File: src/rtl/slr_pkg.sv
// Shared constants and helpers for the shift_load_reg slice.
package slr_pkg;

  localparam int SLR_DEFAULT_WIDTH = 8;

  // Bits needed to count from 0 up to and including w.
  function automatic int slr_cnt_w(input int w);
    return $clog2(w + 1);
  endfunction

endpackage

File: src/rtl/shift_load_reg_if.sv
// Control/data bundle of the shift_load_reg; done exists only with SHIFTLOADREG_BITCNT_EN.
// Handshake: no valid/ready; load and en are single-cycle strobes sampled on each rising clk edge.
interface shift_load_reg_if
  import slr_pkg::*;
#(
  parameter int WIDTH = SLR_DEFAULT_WIDTH
);
  logic             load;
  logic             en;
  logic             in;
  logic [WIDTH-1:0] D;
  logic [WIDTH-1:0] Q;
  logic             out;
`ifdef SHIFTLOADREG_BITCNT_EN
  logic             done;

  modport master (output load, en, in, D, input Q, out, done);
  modport slave  (input load, en, in, D, output Q, out, done);
`else
  modport master (output load, en, in, D, input Q, out);
  modport slave  (input load, en, in, D, output Q, out);
`endif
endinterface

File: src/rtl/slr_bit_counter.sv
// Saturating shift counter; done is a registered level once WIDTH shifts have occurred since load.
module slr_bit_counter
  import slr_pkg::*;
#(
  parameter int WIDTH = SLR_DEFAULT_WIDTH
) (
  input  logic clk,
  input  logic rst,
  input  logic load,
  input  logic en,
  output logic done
);
  localparam int CNT_W = slr_cnt_w(WIDTH);
  localparam logic [CNT_W-1:0] CNT_MAX = CNT_W'(WIDTH);

  logic [CNT_W-1:0] cnt;
  logic [CNT_W-1:0] cnt_next;

  // done is computed from the post-shift count so it rises on the WIDTH-th shift edge.
  always_comb begin
    cnt_next = cnt;
    if (cnt != CNT_MAX) begin
      cnt_next = cnt + CNT_W'(1);
    end
  end

  always_ff @(posedge clk or negedge rst) begin
    if (!rst) begin
      cnt  <= '0;
      done <= 1'b0;
    end else if (load) begin
      cnt  <= '0;
      done <= 1'b0;
    end else if (en) begin
      cnt  <= cnt_next;
      done <= (cnt_next == CNT_MAX);
    end
  end
endmodule

File: src/rtl/shift_load_reg.sv
// Parallel-load / serial-shift register for an SPI shift buffer.
// Optional bit counter and done flag enabled by defining SHIFTLOADREG_BITCNT_EN.
module shift_load_reg
  import slr_pkg::*;
#(
  parameter int WIDTH     = SLR_DEFAULT_WIDTH,
  parameter bit MSB_FIRST = 1'b1
) (
  input logic               clk,
  input logic               rst,
  shift_load_reg_if.slave   bus
);
  logic [WIDTH-1:0] q;

  // Load has priority over shift; X on in is deliberately passed through.
  always_ff @(posedge clk or negedge rst) begin
    if (!rst) begin
      q <= '0;
    end else if (bus.load) begin
      q <= bus.D;
    end else if (bus.en) begin
      if (MSB_FIRST) begin
        q <= {q[WIDTH-2:0], bus.in};
      end else begin
        q <= {bus.in, q[WIDTH-1:1]};
      end
    end
  end

  assign bus.Q   = q;
  assign bus.out = MSB_FIRST ? q[WIDTH-1] : q[0];

`ifdef SHIFTLOADREG_BITCNT_EN
  slr_bit_counter #(
    .WIDTH (WIDTH)
  ) u_bit_counter (
    .clk  (clk),
    .rst  (rst),
    .load (bus.load),
    .en   (bus.en),
    .done (bus.done)
  );
`endif
endmodule

File: src/flat_wrapper.sv
// flat-port wrapper written by rule: the top's interface ports become plain ports
module shift_load_reg_flat import slr_pkg::*;
#(
  parameter int WIDTH     = SLR_DEFAULT_WIDTH,
  parameter bit MSB_FIRST = 1'b1
)
  (clk, rst, bus_load, bus_en, bus_in, bus_D, bus_Q, bus_out);
  shift_load_reg_if #(.WIDTH(WIDTH)) bus_i ();
  input logic clk;
  input logic rst;
  input wire logic [$bits(bus_i.load)-1:0] bus_load;
  input wire logic [$bits(bus_i.en)-1:0] bus_en;
  input wire logic [$bits(bus_i.in)-1:0] bus_in;
  input wire logic [$bits(bus_i.D)-1:0] bus_D;
  output wire logic [$bits(bus_i.Q)-1:0] bus_Q;
  output wire logic [$bits(bus_i.out)-1:0] bus_out;
  assign bus_i.load = bus_load;
  assign bus_i.en = bus_en;
  assign bus_i.in = bus_in;
  assign bus_i.D = bus_D;
  assign bus_Q = bus_i.Q;
  assign bus_out = bus_i.out;
  shift_load_reg #(.WIDTH(WIDTH), .MSB_FIRST(MSB_FIRST)) u_core (.clk(clk), .rst(rst), .bus(bus_i));
endmodule
File: config.mk
export PLATFORM = sky130hd
export DESIGN_NAME = shift_load_reg_flat
export DESIGN_NICKNAME = d
export VERILOG_FILES = /design/src/rtl/slr_pkg.sv /design/src/rtl/shift_load_reg_if.sv /design/src/rtl/slr_bit_counter.sv /design/src/rtl/shift_load_reg.sv /design/src/flat_wrapper.sv
export SDC_FILE = /design/constraint.sdc
export NUM_CORES = 1
export LEC_CHECK = 0
export ABC_AREA = 1
export BUFFER_PORTS_ARGS = -buffer_cell sky130_fd_sc_hd__buf_2
export CORE_AREA = 2 2 39 41
export CTS_BUF_LIST = sky130_fd_sc_hd__clkbuf_4
export DETAILED_ROUTE_END_ITERATION = 10
export DIE_AREA = 0 0 41 43
export GPL_TIMING_DRIVEN = 0
export PLACE_DENSITY = 0.63
export SLEW_MARGIN = 20
export SYNTH_ARGS = -nofsm -noshare
export SYNTH_HDL_FRONTEND = slang
export SYNTH_HIERARCHICAL = 1
export SYNTH_SLANG_ARGS = --single-unit
File: constraint.sdc
create_clock -name clk -period 1.6 [get_ports clk]
set_input_delay 0.08 -clock clk [delete_from_list [all_inputs] [get_ports clk]]
set_output_delay 0.08 -clock clk [all_outputs]
set_load 0.1 [all_outputs]
# Yosys cells after proc, flatten, opt, wreduce, memory -nomap -nowiden
# Cells that the tools add are included.
# Widths: inputs -> output; s select.
# word_totals
out_inout_bits	9
wordCells	4
regBits	8
input_bits	13
# op_classes
reduce_logical	1
muxes	2
# op_table
operator	n
$mux 8	2
$reduce_bool 2->1	1

# Logic depth before layout (Yosys ltp)
# logic_depth
ltp_word	2
ltp_mapped	4
depth_no_buf	3

# Worst setup path after synthesis
# No wires, ideal clock.
# synth_timing
path_type	register to output
startpoint	reg u_core.q[7] (netlist: u_core/bus.Q[7])
endpoint	out bus_Q[7]
path_slack_ps	180
n_path_buf	1
arrival_ps	1340
required_ps	1520
path_stages_with_launch	2
path_cell_list	dfrtp_1 -> buf_4
# synth_lines
item	line	text
start: declaration	shift_load_reg.sv:13	logic [WIDTH-1:0] q;
start signal: assignment	shift_load_reg.sv:20	q <= bus.D;
start signal: assignment	shift_load_reg.sv:23	q <= {q[WIDTH-2:0], bus.in};
start signal: assignment	shift_load_reg.sv:25	q <= {bus.in, q[WIDTH-1:1]};
end: declaration	flat_wrapper.sv:15	output wire logic [$bits(bus_i.Q)-1:0] bus_Q;
# No word-level cell between the ends.

# Worst setup path after layout
# layout_timing
startpoint	reg u_core.q[7] (netlist: u_core/bus.Q[7])
endpoint	out bus_Q[7]
# No word-level cell between the ends.

==> flow_metrics.tcl <==
set metrics [dict create \
    status "finished clean" \
    cpMaxStageDelayCell "buf_2" \
    gr-total-overflow 0 \
    hp-start "bus_D[0]" \
    slowest_delay_ps 410 \
    cts_root_buffer "clkbuf_4" \
    cts_tree "yes" \
    worstPathCellList "buf_4 -> buf_2" \
    min_period_ps 1200 \
    yosysUniqueCellTypes 7 \
    gp_congestion 0.697 \
    die-height_um 43 \
    io_pins 22 \
    dr.pass1.iters 4 \
    nNetsFinal 83 \
    hold_path_end "u_core/bus.Q[0]" \
    antennaDiodeCount 0 \
    report.final.slew_viol_count 0 \
    ir_drop_uv 427 \
    worstSetupStartpoint "u_core/bus.Q[7]" \
    hold_viol_final 0 \
    drt-initial-drc-count 1 \
    drv_cap 0 \
    die-area_mm2 0.00176 \
    rows 14 \
    core_mm2 0.00138 \
    reg2regPathDepth 2 \
    cts_buffer_depth 2 \
    p_leak_nw 0.283 \
    drt-wirelength-per-cell_um 10.9 \
    r2r_start "u_core/bus.Q[3]" \
    synth.top_cells.by_count "16 x nand2_1, 16 x nand3_1, 8 x dfrtp_1, 2 x buf_4" \
    synthArstFlopShare_pct 100 \
    drc 0 \
    start_util_pct 27.6 \
    cts_resized 0 \
    synth_edf_count 0 \
    critPathKind "reg2out" \
    synth_flop_cell "dfrtp_1" \
    final_cells 84 \
    antenna_found_initial 0 \
    via_count 376 \
    grt_pass1_vias 353 \
    min_period_over_period_pct 75.0 \
    finalPower_mw 0.651 \
    netlist_top_cells_area "dfrtp_1 52%, nand3_1 21%, nand2_1 16%" \
    end_kind "primary output" \
    crit_family "buffers and inverters" \
    fillCellCount 146 \
    htree_levels 1 \
    cts_sinks 8 \
    path_depth 2 \
    seqCellArea_um2 200 \
    rsz0062_at_grt "no" \
    worstPathArrival_ps 1120 \
    area_growth_pct 38.7 \
    io_buffers 19 \
    crit_path_start_kind "flop" \
    syn_inst 45 \
    hp-class "in2reg" \
    grt_max_degree 11 \
    path_clk_slew_ps 50 \
    netlist.area_leader.share_pct 52.5 \
    yosysTopAreaCell "dfrtp_1" \
    multi_input_area_um2 151 \
    final.setup.tns_ps 0 \
    syn-cell-area_um2 382 \
    worstHoldPathCells 3 \
    p_per_area_mw_per_mm2 1230 \
    via_per_inst 4.48 \
    cts_made_buffers 3 \
    largest_register_ffs 8 \
    yosys_warnings 6 \
    skew_ps 0.665 \
    slew_headroom_pct 67.9 \
    path_buf_inv 2 \
    dp_cells 80 \
    worstPathRequired_ps 1520 \
    place_hpwl_um 651 \
    ys_ff_latch 8 \
    r2r-end "u_core/bus.Q[4]" \
    seq_area_frac_synth_pct 52.5 \
    synth_nets 58 \
    rrSetupSlack_ps 930 \
    critPathMaxFanout 3 \
    finalSetupViolCount 0 \
    drive_above_1_share_pct 39.7 \
    drt-total-wl_um 916 \
    grtUsageTotal_pct 12.8 \
    max_slew.worst_pin.slew_ps 485 \
    fmax_ghz 0.833 \
    insertion_delay_ps 250 \
    grt_first_pass_wirelength_um 1480 \
    syn_avg_cell_area_um2 8.48 \
    antenna_left 0 \
    die_width_um 41 \
]
-- what timing repair did --
action,4_1_cts,5_1_grt
hold buffers,1,0
hold endpoints to repair,8,0
setup buffers,0,0
-- layout by cell type, fill, tap and decap left out --
cell	Yosys	layout
inv_2	1	1
buf_2	0	19
dfrtp_1	8	8
buf_4	2	2
clkbuf_4	0	3
nand3_1	16	16
dlygate4sd3_1	0	1
nand2_1	16	16
nor2_4	1	1
buf_6	1	1
-- power breakdown --
group	switching (mW)	total, mW	leakage [nW]	internal, mW
clock	0.0654	0.151	0.0138	0.0856
combinational	0.215	0.262	0.172	0.0469
sequential	0.0146	0.238	0.0977	0.223
total	0.295	0.651	0.283	0.356
-- layout make-up --
class | count | share of cell area [%]
multi-input combinational | 33 | 28.6
clock buffer | 3 | 4.26
sequential | 8 | 37.8
buffer | 3 | 4.96
inverter | 1 | 0.709
timing repair buffer | 20 | 19.9
tap | 16 | 3.78
-- per-stage QoR --
stage	util, %	area, um2	hold WS (ps)	setup WS [ps]
final	38.2	529	46.6	399
after floorplan	-	382	-216	180
after global placement	35.9	497	-69.5	674
after detailed placement	35.9	497	-65.9	657
after CTS	38.2	529	35.2	374
after global routing	38.2	529	53.1	324
-- metal layers --
| metal | GRT usage (%) | vias to the layer above | share of wire [%] |
|---|---|---|---|
| met5 | 0 | - | 0 |
| met4 | 10.0 | 0 | 0 |
| met3 | 4.71 | 0 | 11 |
| met2 | 15.0 | 16 | 43 |
| met1 | 17.8 | 164 | 46 |
| li1 | - | 196 | - |
-- logic make-up (layout without fill, tap and decap cells) --
logic type | after synthesis | after routing | share of synthesized area, %
buffers and inverters | 4 | 27 | 7.87
and+or+nand+nor | 33 | 33 | 39.7
DFF | 8 | 8 | 52.5
-- worst reg2reg max path, delay by kind of cell (launching register included) --
kind	cells	cell delay, ps
DFF	1	390
and+or+nand+nor	2	170
-- worst max path at each step --
stage          endpoint  slack (ps)
2_1_floorplan  bus_Q[7]         180
3_3_place_gp   bus_Q[7]         670
3_5_place_dp   bus_Q[7]         660
6_report       bus_Q[7]         400
5_1_grt        bus_Q[7]         320
4_1_cts        bus_Q[7]         370
Note: power is estimated with default switching activity, not from simulation.
